==> src/rtl/sd_pkg.sv <==
// ============================================================================
// Module : sd_pkg
// Brief  : Shared state encoding and protocol constants for the SD SPI emulator.
// Rev    : 1.0  initial release
// ============================================================================
`default_nettype none

package sd_pkg;

    typedef enum logic [3:0] {
        S_IDLE       = 4'd0,
        S_CMD_ARGS   = 4'd1,
        S_NCR        = 4'd2,
        S_RESPOND    = 4'd3,
        S_READ_DELAY = 4'd4,
        S_READ_TOKEN = 4'd5,
        S_READ_DATA  = 4'd6,
        S_READ_CRC   = 4'd7,
        S_WRITE_WAIT = 4'd8,
        S_WRITE_DATA = 4'd9,
        S_WRITE_CRC  = 4'd10,
        S_DATA_RESP  = 4'd11,
        S_BUSY       = 4'd12
    } state_t;

    localparam logic [5:0] C_CMD_GO_IDLE      = 6'd0;
    localparam logic [5:0] C_CMD_SEND_IF_COND = 6'd8;
    localparam logic [5:0] C_CMD_SET_BLOCKLEN = 6'd16;
    localparam logic [5:0] C_CMD_READ_SINGLE  = 6'd17;
    localparam logic [5:0] C_CMD_WRITE_SINGLE = 6'd24;
    localparam logic [5:0] C_CMD_SD_SEND_OP   = 6'd41;
    localparam logic [5:0] C_CMD_APP          = 6'd55;
    localparam logic [5:0] C_CMD_READ_OCR     = 6'd58;

    localparam logic [7:0]  C_TOKEN_START  = 8'hFE;
    localparam logic [7:0]  C_DATA_RESP_OK = 8'h05;
    localparam logic [31:0] C_OCR          = 32'hC0FF8000;

endpackage

`default_nettype wire

==> src/rtl/spi_byte_slave.sv <==
// ============================================================================
// Module : spi_byte_slave
// Brief  : Synchronised SPI mode-0 slave; one received byte and one sent byte per slot.
// Rev    : 1.0  initial release
// ============================================================================
`default_nettype none

module spi_byte_slave (
    input  logic       clk,
    input  logic       rst,
    input  logic       i_cs_n,
    input  logic       i_sclk,
    input  logic       i_mosi,
    input  logic       i_tx_load,
    input  logic [7:0] i_tx_byte,
    output logic       o_active,
    output logic       o_rx_valid,
    output logic [7:0] o_rx_byte,
    output logic       o_tx_done,
    output logic       o_miso
);

    logic [1:0] r_cs_sync;
    logic [1:0] r_sclk_sync;
    logic [1:0] r_mosi_sync;
    logic       r_sclk_prev;
    logic [2:0] r_bit_cnt;
    logic [6:0] r_rx_sh;
    logic [7:0] r_tx_sh;
    logic [7:0] r_tx_pend;
    logic       r_tx_pend_v;

    logic       w_rise;
    logic       w_fall;
    logic [7:0] w_next;

    assign o_active = ~r_cs_sync[1];
    assign w_rise   = r_sclk_sync[1] & ~r_sclk_prev;
    assign w_fall   = ~r_sclk_sync[1] & r_sclk_prev;
    // A slot with nothing queued sends the idle pattern.
    assign w_next   = r_tx_pend_v ? r_tx_pend : 8'hFF;

    always_ff @(posedge clk) begin
        if (rst) begin
            r_cs_sync   <= 2'b11;
            r_sclk_sync <= 2'b00;
            r_mosi_sync <= 2'b00;
            r_sclk_prev <= 1'b0;
            r_bit_cnt   <= 3'd0;
            r_rx_sh     <= 7'd0;
            r_tx_sh     <= 8'hFF;
            r_tx_pend   <= 8'hFF;
            r_tx_pend_v <= 1'b0;
            o_rx_valid  <= 1'b0;
            o_rx_byte   <= 8'd0;
            o_tx_done   <= 1'b0;
            o_miso      <= 1'b1;
        end else begin
            r_cs_sync   <= {r_cs_sync[0], i_cs_n};
            r_sclk_sync <= {r_sclk_sync[0], i_sclk};
            r_mosi_sync <= {r_mosi_sync[0], i_mosi};
            r_sclk_prev <= r_sclk_sync[1];
            o_rx_valid  <= 1'b0;
            o_tx_done   <= 1'b0;
            if (!o_active) begin
                r_bit_cnt   <= 3'd0;
                r_tx_sh     <= 8'hFF;
                r_tx_pend_v <= 1'b0;
                o_miso      <= 1'b1;
            end else begin
                if (w_rise) begin
                    r_rx_sh   <= {r_rx_sh[5:0], r_mosi_sync[1]};
                    r_bit_cnt <= r_bit_cnt + 3'd1;
                    if (r_bit_cnt == 3'd7) begin
                        o_rx_valid <= 1'b1;
                        o_rx_byte  <= {r_rx_sh, r_mosi_sync[1]};
                    end
                end
                if (w_fall) begin
                    // Byte boundary: launch the next byte's MSB on this falling edge.
                    if (r_bit_cnt == 3'd0) begin
                        o_miso      <= w_next[7];
                        r_tx_sh     <= {w_next[6:0], 1'b1};
                        o_tx_done   <= r_tx_pend_v;
                        r_tx_pend_v <= 1'b0;
                    end else begin
                        o_miso  <= r_tx_sh[7];
                        r_tx_sh <= {r_tx_sh[6:0], 1'b1};
                    end
                end
                if (i_tx_load) begin
                    r_tx_pend   <= i_tx_byte;
                    r_tx_pend_v <= 1'b1;
                end
            end
        end
    end

endmodule

`default_nettype wire

==> src/rtl/sd_spi_card_emu.sv <==
// ============================================================================
// Module : sd_spi_card_emu
// Brief  : SD card emulator in SPI mode: command decode, single-block read/write.
// Rev    : 1.0  initial release
// ============================================================================
`default_nettype none

module sd_spi_card_emu
    import sd_pkg::*;
#(
    parameter int NcrBytes            = 1,
    parameter int ReadTokenDelayBytes = 2,
    parameter int BusyBytes           = 4
) (
    input  logic        clk,
    input  logic        rst,
    input  logic        sd_cs_n,
    input  logic        sd_clk,
    input  logic        sd_mosi,
    output logic        sd_miso,
    output logic [31:0] mem_sector,
    output logic [8:0]  mem_index,
    input  logic [7:0]  mem_rdata,
    output logic        mem_we,
    output logic [7:0]  mem_wdata,
    output logic        initialized,
    output logic [31:0] status
);

    logic       w_active;
    logic       w_rx_valid;
    logic [7:0] w_rx_byte;
    logic       w_tx_done;

    state_t      r_state;
    state_t      r_after;
    logic [5:0]  r_cmd;
    logic [31:0] r_arg;
    logic [9:0]  r_cnt;
    logic        r_app;
    logic [39:0] r_resp;
    logic [2:0]  r_resp_left;
    logic        r_tx_load;
    logic [7:0]  r_tx_byte;

    logic [7:0]  w_r1;
    logic [39:0] w_resp;
    logic [2:0]  w_len;
    state_t      w_after;

    spi_byte_slave u_spi (
        .clk        (clk),
        .rst        (rst),
        .i_cs_n     (sd_cs_n),
        .i_sclk     (sd_clk),
        .i_mosi     (sd_mosi),
        .i_tx_load  (r_tx_load),
        .i_tx_byte  (r_tx_byte),
        .o_active   (w_active),
        .o_rx_valid (w_rx_valid),
        .o_rx_byte  (w_rx_byte),
        .o_tx_done  (w_tx_done),
        .o_miso     (sd_miso)
    );

    assign status = {28'd0, r_state};

    // Response bytes are left-aligned in w_resp; unused trailing bytes are idle.
    always_comb begin
        w_r1    = {7'd0, ~initialized};
        w_resp  = {w_r1, 32'hFFFF_FFFF};
        w_len   = 3'd1;
        w_after = S_IDLE;
        case (r_cmd)
            C_CMD_GO_IDLE:      w_resp[39:32] = 8'h01;
            C_CMD_SEND_IF_COND: begin
                w_resp = {8'h01, 8'h00, 8'h00, 8'h01, r_arg[7:0]};
                w_len  = 3'd5;
            end
            C_CMD_APP, C_CMD_SET_BLOCKLEN: w_resp[39:32] = w_r1;
            C_CMD_SD_SEND_OP:   w_resp[39:32] = r_app ? 8'h00 : (w_r1 | 8'h04);
            C_CMD_READ_OCR: begin
                w_resp = {w_r1, C_OCR};
                w_len  = 3'd5;
            end
            C_CMD_READ_SINGLE: begin
                w_resp[39:32] = initialized ? 8'h00 : C_DATA_RESP_OK;
                w_after       = initialized ? S_READ_DELAY : S_IDLE;
            end
            C_CMD_WRITE_SINGLE: begin
                w_resp[39:32] = initialized ? 8'h00 : C_DATA_RESP_OK;
                w_after       = initialized ? S_WRITE_WAIT : S_IDLE;
            end
            default:            w_resp[39:32] = w_r1 | 8'h04;
        endcase
    end

    always_ff @(posedge clk) begin
        if (rst) begin
            r_state     <= S_IDLE;
            r_after     <= S_IDLE;
            r_cmd       <= 6'd0;
            r_arg       <= 32'd0;
            r_cnt       <= 10'd0;
            r_app       <= 1'b0;
            r_resp      <= 40'd0;
            r_resp_left <= 3'd0;
            r_tx_load   <= 1'b0;
            r_tx_byte   <= 8'hFF;
            mem_sector  <= 32'd0;
            mem_index   <= 9'd0;
            mem_we      <= 1'b0;
            mem_wdata   <= 8'd0;
            initialized <= 1'b0;
        end else begin
            r_tx_load <= 1'b0;
            mem_we    <= 1'b0;
            if (!w_active) begin
                r_state <= S_IDLE;
                r_cnt   <= 10'd0;
            end else begin
                // Prefetch: once a data byte has been launched, point storage at the next one.
                if (w_tx_done && r_state == S_READ_DATA && mem_index != 9'd511)
                    mem_index <= mem_index + 9'd1;
                if (w_rx_valid) begin
                    r_tx_load <= 1'b1;
                    r_tx_byte <= 8'hFF;
                    case (r_state)
                        S_IDLE: begin
                            if (w_rx_byte[7:6] == 2'b01) begin
                                r_cmd   <= w_rx_byte[5:0];
                                r_cnt   <= 10'd0;
                                r_state <= S_CMD_ARGS;
                            end
                        end
                        S_CMD_ARGS: begin
                            if (r_cnt != 10'd4) begin
                                r_arg <= {r_arg[23:0], w_rx_byte};
                                r_cnt <= r_cnt + 10'd1;
                            end else begin
                                r_app   <= (r_cmd == C_CMD_APP);
                                r_after <= w_after;
                                if (r_cmd == C_CMD_GO_IDLE)
                                    initialized <= 1'b0;
                                if (r_cmd == C_CMD_SD_SEND_OP && r_app)
                                    initialized <= 1'b1;
                                if ((r_cmd == C_CMD_READ_SINGLE || r_cmd == C_CMD_WRITE_SINGLE)
                                    && initialized) begin
                                    mem_sector <= r_arg;
                                    mem_index  <= 9'd0;
                                end
                                if (NcrBytes == 0) begin
                                    r_tx_byte   <= w_resp[39:32];
                                    r_resp      <= {w_resp[31:0], 8'hFF};
                                    r_resp_left <= w_len - 3'd1;
                                    r_state     <= S_RESPOND;
                                end else begin
                                    r_resp      <= w_resp;
                                    r_resp_left <= w_len;
                                    r_cnt       <= 10'd1;
                                    r_state     <= S_NCR;
                                end
                            end
                        end
                        S_NCR: begin
                            if (r_cnt == 10'(NcrBytes)) begin
                                r_tx_byte   <= r_resp[39:32];
                                r_resp      <= {r_resp[31:0], 8'hFF};
                                r_resp_left <= r_resp_left - 3'd1;
                                r_state     <= S_RESPOND;
                            end else begin
                                r_cnt <= r_cnt + 10'd1;
                            end
                        end
                        S_RESPOND: begin
                            if (r_resp_left != 3'd0) begin
                                r_tx_byte   <= r_resp[39:32];
                                r_resp      <= {r_resp[31:0], 8'hFF};
                                r_resp_left <= r_resp_left - 3'd1;
                            end else begin
                                case (r_after)
                                    S_READ_DELAY: begin
                                        if (ReadTokenDelayBytes == 0) begin
                                            r_tx_byte <= C_TOKEN_START;
                                            r_state   <= S_READ_TOKEN;
                                        end else begin
                                            r_cnt   <= 10'd1;
                                            r_state <= S_READ_DELAY;
                                        end
                                    end
                                    S_WRITE_WAIT: r_state <= S_WRITE_WAIT;
                                    default:      r_state <= S_IDLE;
                                endcase
                            end
                        end
                        S_READ_DELAY: begin
                            if (r_cnt == 10'(ReadTokenDelayBytes)) begin
                                r_tx_byte <= C_TOKEN_START;
                                r_state   <= S_READ_TOKEN;
                            end else begin
                                r_cnt <= r_cnt + 10'd1;
                            end
                        end
                        S_READ_TOKEN: begin
                            r_tx_byte <= mem_rdata;
                            r_cnt     <= 10'd0;
                            r_state   <= S_READ_DATA;
                        end
                        S_READ_DATA: begin
                            if (r_cnt == 10'd511) begin
                                r_cnt   <= 10'd0;
                                r_state <= S_READ_CRC;
                            end else begin
                                r_tx_byte <= mem_rdata;
                                r_cnt     <= r_cnt + 10'd1;
                            end
                        end
                        S_READ_CRC: begin
                            if (r_cnt == 10'd0) r_cnt   <= 10'd1;
                            else                r_state <= S_IDLE;
                        end
                        S_WRITE_WAIT: begin
                            if (w_rx_byte == C_TOKEN_START) begin
                                r_cnt   <= 10'd0;
                                r_state <= S_WRITE_DATA;
                            end
                        end
                        S_WRITE_DATA: begin
                            mem_we    <= 1'b1;
                            mem_wdata <= w_rx_byte;
                            mem_index <= r_cnt[8:0];
                            if (r_cnt == 10'd511) begin
                                r_cnt   <= 10'd0;
                                r_state <= S_WRITE_CRC;
                            end else begin
                                r_cnt <= r_cnt + 10'd1;
                            end
                        end
                        S_WRITE_CRC: begin
                            if (r_cnt == 10'd0) begin
                                r_cnt <= 10'd1;
                            end else begin
                                r_tx_byte <= C_DATA_RESP_OK;
                                r_state   <= S_DATA_RESP;
                            end
                        end
                        S_DATA_RESP: begin
                            if (BusyBytes == 0) begin
                                r_state <= S_IDLE;
                            end else begin
                                r_tx_byte <= 8'h00;
                                r_cnt     <= 10'd1;
                                r_state   <= S_BUSY;
                            end
                        end
                        S_BUSY: begin
                            if (r_cnt == 10'(BusyBytes)) begin
                                r_state <= S_IDLE;
                            end else begin
                                r_tx_byte <= 8'h00;
                                r_cnt     <= r_cnt + 10'd1;
                            end
                        end
                        default: r_state <= S_IDLE;
                    endcase
                end
            end
        end
    end

endmodule

`default_nettype wire

==> config.mk <==
export PLATFORM = sky130hd
export DESIGN_NAME = sd_spi_card_emu
export DESIGN_NICKNAME = d
export VERILOG_FILES = /design/src/rtl/sd_pkg.sv /design/src/rtl/spi_byte_slave.sv /design/src/rtl/sd_spi_card_emu.sv
export SDC_FILE = /design/constraint.sdc
export NUM_CORES = 1
export LEC_CHECK = 0
export CAP_MARGIN = 20
export CORE_AREA = 2 2 130 132
export CTS_BUF_LIST = sky130_fd_sc_hd__clkbuf_8
export DETAILED_ROUTE_END_ITERATION = 8
export DIE_AREA = 0 0 132 134
export PLACE_DENSITY = 0.74
export SLEW_MARGIN = 30
export SYNTH_ARGS = -nofsm -noshare
export SYNTH_HDL_FRONTEND = slang
export SYNTH_SLANG_ARGS = --single-unit
==> constraint.sdc <==
create_clock -name clk -period 2.94 [get_ports clk]
set_clock_uncertainty 0.05 [all_clocks]
set_input_delay 0.882 -clock clk [delete_from_list [all_inputs] [get_ports clk]]
set_output_delay 0.882 -clock clk [all_outputs]
set_load 0.05 [all_outputs]
Yosys cells after proc, flatten, opt, wreduce, memory -nomap -nowiden
Index checks and enable logic that the tools add are counted.
Cells by class
  add/subtract/negate cells: 4
  equality and inequality tests: 47
  mux-type cells: 63
  bitwise operators: 11
  reduce and logical (&&, ||, !) cells: 39
Operators by type and width (count)
  $mux 40: 3
  $pmux 40 s3: 1
  $pmux 10 s11: 1
  $mux 10: 10
  $pmux 32 s2: 1
  $pmux 8 s8: 1
  $mux 8: 7
  $pmux 4 s13: 1
  $mux 4: 12
  $mux 9: 4
  $ne 2x2->1 const B: 15
  $eq 4x4->1 const B: 6
  $mux 3: 7
  $eq 4x3->1 const B: 5
  $eq 6x5->1 const B: 3
  $eq 6x6->1 const B: 3
  $pmux 9 s2: 1
  $pmux 4 s2: 2
  $pmux 3 s4: 1
  $reduce_and 12->1: 1
  $reduce_and 4->1: 3
  $reduce_or 2->1: 6
  $reduce_bool 11->1: 1
  $add 10x1->10 const B: 1
  other kinds (35): 68
Word-level totals
  register bits: 205
  input bits: 13
  output and inout bits: 84
  logic and storage cells: 192

Longest topological paths before layout
Gate-level depths: netlist of the first run.
  depth in word-level cells: 8
  gate-level depth with buffers: 11
  mapped depth without buffers: 10

Modules after synthesis
A second synthesis of the first run with hierarchy kept.
Second synthesis, totals
  cell total of the unflattened synthesis: 1106
  area, all modules: 9066.2 um^2
By module, submodules not included
  sd_spi_card_emu: times used 1, cells each 927, area each 7362.1 um^2, seq. area each 3163.0 um^2
  spi_byte_slave: times used 1, cells each 179, area each 1704.1 um^2, seq. area each 880.8 um^2

Least setup slack after synthesis of the first run
Ideal clock, no wire load.
  path kind: flip-flop to flip-flop
  start: reg r_state[1]
  end: reg mem_index[7]
  setup time: 0.117 ns
  arrival: 2.346 ns
  data required time: 2.773 ns
  path slack: 0.427 ns
  stages on the path, launching flop included: 9
  buffers on the path: 2
  period minus slack after synthesis: 2.513 ns
  cells stage by stage: dfxtp_1 > clkbuf_1 > nor4bb_1 > and3b_1 > clkbuf_1 > nand3_1 > nor3_1 > xor2_1 > a32o_1
Between the ends
  longest elaborated chain between the ends: 8
  elaborated cells between the ends (all ways): 10
  those cells by class: eq/ne (3); mux (5); reduce/logical (2)
Ends and longest elaborated chain
  start, declared: line sd_spi_card_emu.sv:35  | state_t r_state;
  start signal, assigned: line sd_spi_card_emu.sv:100  | r_state <= S_IDLE;
  start signal, assigned: line sd_spi_card_emu.sv:119  | r_state <= S_IDLE;
  start signal, assigned: line sd_spi_card_emu.sv:133  | r_state <= S_CMD_ARGS;
  $eq 4x3->1: line sd_spi_card_emu.sv:123  | if (w_tx_done && r_state == S_READ_DATA && mem_index != 9'd511)
  $logic_and 1x1->1 (2 in series): line sd_spi_card_emu.sv:123
  $mux 9: line sd_spi_card_emu.sv:123
  $mux 9: line sd_spi_card_emu.sv:147  | if ((r_cmd == C_CMD_READ_SINGLE || r_cmd == C_CMD_WRITE_SINGLE)
  $mux 9: line sd_spi_card_emu.sv:137  | if (r_cnt != 10'd4) begin
  $pmux 9 s2: line sd_spi_card_emu.sv:128  | case (r_state)
  $mux 9 *: line sd_spi_card_emu.sv:125  | if (w_rx_valid) begin
  end signal, assigned: line sd_spi_card_emu.sv:124  | mem_index <= mem_index + 9'd1;
  end signal, assigned: line sd_spi_card_emu.sv:231  | mem_index <= r_cnt[8:0];
  end, declared: line sd_spi_card_emu.sv:22  | output logic [8:0] mem_index,
Mark *: on every way between the ends. The rest lies on a longest branch, timed or not.
A chain may end at the register's enable or synchronous reset.

Worst setup path in the final report of the first run
  start: reg mem_index[0]
  end: out mem_index[0]
No word-level cell between the ends.

==> impl_metrics.csv, run 1 <==
group,metric,value,unit
outcome,outcome,"finished clean",
critical_path,path_depth,1,
global_route,grt_pass1_wl,34800,µm
floorplanning,placementRows,47,
sta,fin_tns_setup,0,ns
synthesis,async_flop_share,0,
floorplanning,start_util,0.543,
layout,final_cell_mix,"nand2_1 (249), dfxtp_1 (202), a21oi_1 (152), clkdlybuf4s50_1 (63), nor2_1 (57)",
sta,fin_crit,2.75,ns
clocking,cts_hold_buffers,0,
global_route,gr-usage-all-layers,0.235,
detailed_routing,drtIter0Drc,514,
layout,area_growth_syn_to_layout,15.9,%
critical_path,reg2reg_depth,8,
min_path,hold_class,"reg -> reg",
detailed_routing,ant_nets,0,
placed_design,globalplace.congestion,0.930,
sta,fmax,363,MHz
clocking,clockBufferDepth,3,
critical_path,cp.required,2.01,ns
floorplanning,coreArea,16300,µm²
synthesis,yosysWarnings,0,
sta,rsz0062_at_grt,"no",
sta,max_slew.worst_pin.slew,0.909,ns
clocking,cts_buffers,34,
floorplanning,chipHeight,134,µm
critical_path,cp_max_fo,6,
min_path,whs_path_depth,1,
layout,layout_commonest_cell,"nand2_1",
critical_path,crit_buf_inv,1,
global_route,first_global_vias,7050,
critical_path,max_stage_delay,0.85,ns
sta,holdWs,0.376,ns
sta,drv_slew,0,
clocking,clock-sinks,202,
synthesis,synth_edf_count,0,
layout,fin_nets,1175,
critical_path,crit_slowest_cell,"clkdlybuf4s50_1",
synthesis,ys.flop_type,"dfxtp_1",
sta,period_share,0.937,
critical_path,path_class,"reg -> out",
layout,drive_gt1_frac,0.0753,
global_route,grt_max_degree,127,
sta,hold_viol_final,0,
floorplanning,io_pins,97,
detailed_routing,drt_pass1_iterations,5,
synthesis,seq_area_frac_synth,0.457,
synthesis,syn_inst,1100,
detailed_routing,drt-total-wl,21100,µm
critical_path,cp_top_family,"buffers and inverters",
floorplanning,die_w,132,µm
sta,finalSetupViolCount,0,
clocking,path_clk_slew,0.06,ns
critical_path,crit_path_start_kind,"register",
layout,antenna-diode-count,0,
detailed_routing,via_per_inst,5.57,
detailed_routing,via_count,7737,
clocking,clk_latency,0.53,ns
synthesis,yosysUniqueCellTypes,61,
floorplanning,die_area,17700,µm²
critical_path,path_cells,"clkdlybuf4s50_1",
placed_design,portBuffers,68,
critical_path,cp.arrival,1.82,ns
clocking,tritoncts,"done",
synthesis,ys_ff_latch,202,
clocking,h-tree-depth,2,
placed_design,hpwl,13700,µm
power,ir_drop,0.000361,V
detailed_routing,drc,0,
detailed_routing,avgRoutedWirePerCell,15.2,µm
synthesis,syn_avg_cell_area,8.04,µm²
global_route,grt-ovfl-total,0,
synthesis,netlist_area,8850,µm²
clocking,clockRootBuffer,"clkbuf_8",
global_route,antenna_found_initial,0,
power,cellPowerDensity,513,nW/µm²
run,cap_viol_max_count,0,
power,leakagePower,3.52,nW
critical_path,critPathCaptureType,"output pin",
sta,maxSlewHeadroom,0.393,
[layer usage]
metal  GRT usage  vias to the layer above  part of all wire
met1       0.331                     3607              0.48
met3      0.0420                       46             0.049
met4      0.0839                        0             0.025
met2       0.364                      218              0.45
met5           0                        -                 0
li1            -                     3866                 -
[Yosys cell counts (2+ instances only)]
master	number	area (µm²)
nand2_1	249	935
dfxtp_1	202	4040
a21oi_1	152	761
clkbuf_1	66	248
nor2_1	59	221
o211ai_1	37	278
nand3_1	35	175
buf_4	28	210
mux2i_1	24	240
o21ai_0	24	120
nor2b_1	19	119
nor3_1	19	95.1
a211oi_1	15	113
inv_1	14	52.6
ha_1	11	138
nand2b_1	10	62.6
nand3b_1	10	75.1
and2_1	9	56.3
buf_2	9	45.0
nand4_1	8	50.1
a31oi_1	7	43.8
and3_1	6	37.5
o22a_1	6	52.6
or2_2	6	37.5
a221oi_1	5	43.8
a32o_1	5	50.1
or3_1	5	31.3
nand4b_1	4	35.0
nor3b_1	4	30.0
nor4_1	4	25.0
a21o_1	3	22.5
a22oi_1	3	22.5
and3b_1	3	26.3
o2bb2ai_1	3	26.3
xnor2_1	3	26.3
a32oi_1	2	17.5
buf_1	2	7.51
nor4b_2	2	30.0
nor4bb_1	2	20.0
o22ai_1	2	12.5
o31ai_1	2	15.0
or4_4	2	22.5
[state kept, by name (all words and copies together), names as in the netlist, 3 cells and up]
register	cells
mem_index	9
r_cmd	6
mem_wdata	8
r_tx_byte	8
u_spi.r_tx_sh	7
u_spi.r_tx_pend	8
r_state	4
u_spi.r_rx_sh	7
u_spi.r_bit_cnt	3
mem_sector	32
r_resp	40
u_spi.o_rx_byte	8
r_cnt	10
r_arg	32
r_resp_left	3
[what timing repair did]
action	in CTS	in global routing
resized for setup	0	4
buffers inserted	0	0
setup endpoints to repair	0	8
[path summary, 6_finish.rpt]
kind	from	endpoint	slack [ns]
max	mem_index[0]	mem_index[0]	0.19
max reg2reg	r_cnt[0]	r_state[3]	0.25
min	u_spi.r_cs_sync[0]	u_spi.r_cs_sync[1]	0.38
min reg2reg	u_spi.r_cs_sync[0]	u_spi.r_cs_sync[1]	0.38
[power breakdown]
part / switching, mW / internal [mW] / leakage [nW]
combinational: 0.138 / 0.0301 / 1.54
sequential: 0.00380 / 2.74 / 1.63
clock: 1.09 / 1.26 / 0.351
[cell families (layout without fill, tap and decap cells)]
kind of cell / Yosys count / in the layout / synth area share
other: 1 / 28 / 0.000424
xor gates and xnor gates: 4 / 4 / 0.00396
AOI/OAI and AO/OA: 275 / 275 / 0.188
DFF: 202 / 202 / 0.457
adders and majority gates: 11 / 11 / 0.0156
muxes: 24 / 24 / 0.0271
and+or+nand+nor: 462 / 462 / 0.243
buffers and inverters: 121 / 162 / 0.0653
[metrics by stage]
step / total power [mW] / instances / area (µm²) / util / setup WS [ns]
floorplan: 2.97 / 1127 / 8950 / - / 0.427
detailed placement: 2.98 / 1335 / 9620 / 0.591 / 0.262
CTS: 5.31 / 1388 / 10200 / 0.629 / 0.0244
finish: 5.26 / 1388 / 10300 / 0.630 / 0.185
global route: 5.45 / 1388 / 10300 / 0.630 / 0.0911
global placement: 2.98 / 1335 / 9620 / 0.591 / 0.341
[layout make-up]
cell class	instances	area, µm²
repair buffers	94	916
multi-input cells	804	4350
flip-flops and latches	202	4040
inverters	15	56.3
clock buffers	38	523
well taps	220	275
clock inverters	15	95.1
fillers	1496	6030
No activity file was read; power rests on OpenSTA's default activity.
==> run 2: changes to the inputs <==
--- a/config.mk
+++ b/config.mk
@@ -6,10 +6,10 @@
 export NUM_CORES = 1
 export LEC_CHECK = 0
 export CAP_MARGIN = 20
-export CORE_AREA = 2 2 130 132
+export CORE_AREA = 2 2 167 104
 export CTS_BUF_LIST = sky130_fd_sc_hd__clkbuf_8
 export DETAILED_ROUTE_END_ITERATION = 8
-export DIE_AREA = 0 0 132 134
+export DIE_AREA = 0 0 169 106
 export PLACE_DENSITY = 0.74
 export SLEW_MARGIN = 30
 export SYNTH_ARGS = -nofsm -noshare
==> run 2 against run 1 <==
Against the previous run:
- total power fell by 1.0%
- combinational power barely moved
- first-iteration DRC count rose by 32%
- critical endpoint is now mem_index[2]
- largest power group unchanged
==> impl_metrics.csv, run 2 (synthesis gave the netlist of run 1 again) <==
group,metric,value,unit
critical_path,critical_path.startpoint,"mem_index[2]",
critical_path,timing.rr.end,"r_state[3]",
min_path,whs_path_depth,1,
clocking,clk_latency,0.53,ns
layout,area_growth_syn_to_layout,15.8,%
layout,layoutNonFillerInstCount,1385,
sta,max_slew.worst_pin.slew,0.629,ns
sta,fin_crit,2.76,ns
sta,period_share,0.940,
critical_path,cp_max_fo,7,
clocking,h-tree-depth,1,
global_route,grt_max_degree,122,
placed_design,dp.cells,1335,
global_route,grt_pass1_wl,35900,µm
detailed_routing,ant_nets,0,
clocking,clock-sinks,202,
floorplanning,chipHeight,106,µm
detailed_routing,drtIter0Drc,678,
placed_design,pre_cts_slack,0.241,ns
sta,rsz0062_at_grt,"no",
detailed_routing,route.met3.wl,1710,µm
critical_path,cp_top_family,"buffers and inverters",
global_route,gr-usage-all-layers,0.242,
floorplanning,die_w,169,µm
placed_design,dpl-instance-area,9640,µm²
layout,largest_reg_flops,40,
layout,reg_top3,"r_resp: 40 flops, mem_sector: 32 flops, r_arg: 32 flops",
critical_path,reg2reg_setup_slack,0.19,ns
global_route,grt-ovfl-total,0,
sta,hold_viol_final,0,
critical_path,critPathCaptureType,"output pin",
layout,fin_nets,1176,
floorplanning,die_area,17900,µm²
power,ir_drop,0.000328,V
placed_design,hpwl,14800,µm
clocking,post_cts_buffers,0,
critical_path,cp.arrival,1.83,ns
power,power,5.21,mW
critical_path,worstReg2RegStart,"r_cnt[0]",
clocking,postCtsResizedCells,0,
layout,post-route-util,0.618,
layout,antenna-diode-count,0,
detailed_routing,wirelength_met1,11500,µm
sta,holdWs,0.356,ns
clocking,clockRootBuffer,"clkbuf_8",
floorplanning,io_pins,97,
sta,fmax,362,MHz
layout,final_area,10200,µm²
sta,maxSlewHeadroom,0.581,
placed_design,globalplace.congestion,0.921,
power,cellPowerDensity,509,nW/µm²
sta,setup_slack,0.177,ns
critical_path,crit_slowest_cell,"clkdlybuf4s50_1",
critical_path,reg2reg_depth,8,
critical_path,crit_buf_inv,1,
placed_design,portBuffers,68,
global_route,antenna_found_initial,0,
min_path,hold_class,"reg -> reg",
detailed_routing,via_per_inst,5.64,
outcome,outcome,"finished clean",
floorplanning,coreArea,16600,µm²
run,cap_viol_max_count,0,
critical_path,path_class,"reg -> out",
detailed_routing,routed.top_layer,"met4",
detailed_routing,via_count,7808,
layout,final_cell_mix,"nand2_1 (249), dfxtp_1 (202), a21oi_1 (152), clkdlybuf4s50_1 (63), nor2_1 (57)",
critical_path,max_stage_delay,0.85,ns
floorplanning,start_util,0.534,
detailed_routing,dr_wl_met2,8140,µm
sta,drv_slew,0,
detailed_routing,drt_pass1_iterations,5,
critical_path,path_depth,1,
layout,layout_commonest_cell,"nand2_1",
clocking,cts_hold_buffers,0,
critical_path,path_cells,"clkdlybuf4s50_1",
power,leakagePower,3.47,nW
min_path,min-delay-start,"u_spi.r_cs_sync[0]",
clocking,tritoncts,"done",
detailed_routing,avgRoutedWirePerCell,15.7,µm
layout,largest_register,"r_resp",
clocking,path_clk_slew,0.07,ns
detailed_routing,drc,0,
detailed_routing,drt-total-wl,21700,µm
min_path,holdPathEnd,"u_spi.r_cs_sync[1]",
global_route,first_global_vias,6932,
sta,fin_tns_setup,0,ns
critical_path,crit_path_start_kind,"register",
floorplanning,placementRows,37,
clocking,clockBufferDepth,3,
sta,finalSetupViolCount,0,
critical_path,cp.required,2.01,ns
layout,drive_gt1_frac,0.0845,
clocking,cts_buffers,29,
## run 2: cell types whose count changed in the layout (fill, tap and decap cells not counted), sizes merged
| cell | before | now |
|---|---|---|
| clkinv | 1 | 5 |
| inv | 26 | 20 |
| clkinvlp | 2 | 1 |
| buf | 28 | 37 |
| dlymetal6s2s | 3 | 0 |
## run 2: worst max-delay path by stage
stage / slack (ns) / to
6_report: 0.18 / mem_index[2]
5_1_grt: 0.005 / r_state[3]
4_1_cts: 0.16 / mem_index[0]
3_5_place_dp: 0.24 / r_state[3]
3_3_place_gp: 0.30 / r_state[3]
2_1_floorplan: 0.43 / mem_index[7]
## run 2: layout make-up
type,instances,area (µm²)
Fill cell,1483,6330
Timing Repair Buffer,100,933
Sequential cell,202,4040
Clock inverter,12,80.1
Tap cell,214,268
Inverter,15,56.3
Multi-Input combinational cell,804,4340
Clock buffer,38,523
## run 2: routing by layer
metal  track usage  vias up
li1              -     3851
met1         0.401     3670
met2         0.307      261
met3        0.0603       26
met4        0.0458        0
met5             0        -
## run 2: power breakdown
part	total [mW]	internal [mW]	leakage (nW)	switching, mW
sequential	2.75	2.74	1.63	0.00379
clock	2.29	1.24	0.335	1.05
combinational	0.171	0.0301	1.51	0.141
==> edit, RTL diff (flow settings as in run 1) <==
Reset style: asynchronous (`rst`), changed in 2 clocked blocks.
--- a/src/rtl/spi_byte_slave.sv
+++ b/src/rtl/spi_byte_slave.sv
@@ -42,3 +42,3 @@
 
-    always_ff @(posedge clk) begin
+    always_ff @(posedge clk or posedge rst) begin
         if (rst) begin
--- a/src/rtl/sd_spi_card_emu.sv
+++ b/src/rtl/sd_spi_card_emu.sv
@@ -97,3 +97,3 @@
 
-    always_ff @(posedge clk) begin
+    always_ff @(posedge clk or posedge rst) begin
         if (rst) begin
Behaviour: same outputs for any inputs over 4 cycles, from zero or initial values and one cycle with rst high; that may be too few to reach the edited logic, so the function may still have changed.
==> edit against run 1 <==
  * Sequential cell count unchanged
  * Critical path depth grew 1
  * Non-clock buffer count up 2
  * Fmax fell by 2.4%
  * Area after synthesis increased by 8.1%
  * Via count fell by 12%
  * Power increased by 5.9%
  * Cell area grew 8.1%
  * Routed wire length is 0.28% lower
  * Setup slack worse by 68 ps
  * Critical path type unchanged
==> edit: results (changes against run 1) <==
| Metric | Value |
|---|---|
| Metal2 WL | `10300 um (was 9410 um)` |
| DP Worst Slack | `224 ps (was 262 ps)` |
| Synth Area in Compound Gates | `13.6% (was 18.8%)` |
| Maximum vdd ir drop | `477 uV (was 361 uV)` |
| Crit path DAT | `1890 ps (was 1820 ps)` |
| Hold endpoint | `u_spi.r_sclk_sync[1] (was u_spi.r_cs_sync[1])` |
| Wl on met1 | `9220 um (was 10100 um)` |
| CTS buffer count | `35 (was 34)` |
| Main area contributors after synthesis | `dfrtp_1, mux2_2, dfstp_2, o21ai_0, nand2_1 (was dfxtp_1, nand2_1, a21oi_1, o211ai_1, clkbuf_1)` |
| Largest net degree at the start of global routing | `66 (was 127)` |
| Gr usage total | `24.5% (was 23.5%)` |
| Hold Crit Start | `u_spi.r_sclk_sync[0] (was u_spi.r_cs_sync[0])` |
| Most frequent cell after synthesis | `dfrtp_1 (was nand2_1)` |
| Lkg Pwr | `5.15 nW (was 3.52 nW)` |
| Area post-placement | `10400 um2 (was 9620 um2)` |
| Final #Nets | `975 (was 1175)` |
| Later-pin clock latency in the skew report | `510 ps (was 530 ps)` |
| R2R Setup Slk | `160 ps (was 250 ps)` |
| Met1 Resource Use GR | `32.0% (was 33.1%)` |
| Vias in the first global route | `7007 (was 7050)` |
| Met3 Usage GRT | `6.01% (was 4.20%)` |
| Number of DRC markers in iteration 0 | `441 (was 514)` |
| Post-Synth XOR/XNOR Area | `0.183% (was 0.396%)` |
| Post-synthesis mux area share | `12.0% (was 2.71%)` |
| Placed insts | `1134 (was 1335)` |
| Post-Layout Cell Count | `1194 (was 1388)` |
| Status | `completed (unchanged)` |
| FFs w/ async S/R, synth | `100% (was 0%)` |
| Synth cell count leaders | `dfrtp_1, mux2_2, o21ai_0 (was nand2_1, dfxtp_1, a21oi_1)` |
| First-pass GRT wire length | `35300 um (was 34800 um)` |
| Cells after Synth | `874 (was 1100)` |
| Final WL | `21000 um (was 21100 um)` |
edit: timing repair:
item,CTS,global route
resized for setup,4,0
buffers inserted,0,0
setup endpoints to repair,4,0
edit: layout make-up:
class / count / area [um2] / area share [%]
Sequential cell: 202 / 5090 / 45.9
Timing Repair Buffer: 96 / 936 / 8.44
Clock inverter: 16 / 73.8 / 0.666
Multi-Input combinational cell: 594 / 4030 / 36.3
Inverter: 22 / 86.3 / 0.778
Clock buffer: 44 / 606 / 5.46
Tap cell: 220 / 275 / 2.48
edit: worst max path at each step:
stage	cells past startpoint	to	start	slack (ps)
CTS	2	status[3]	r_state[3]	110
floorplan	1	initialized	rst	-590
global placement	7	r_resp_left[2]	r_state[1]	320
finish	2	status[3]	r_state[3]	120
detailed placement	7	r_resp_left[2]	r_state[1]	220
global route	7	r_resp_left[2]	r_state[1]	20
edit: power by group:
group	internal [mW]	total [mW]	switching (mW)
Combinational	0.0702	0.245	0.175
Clock	1.35	2.45	1.10
Sequential	2.84	2.88	0.0373
Total	4.26	5.57	1.31
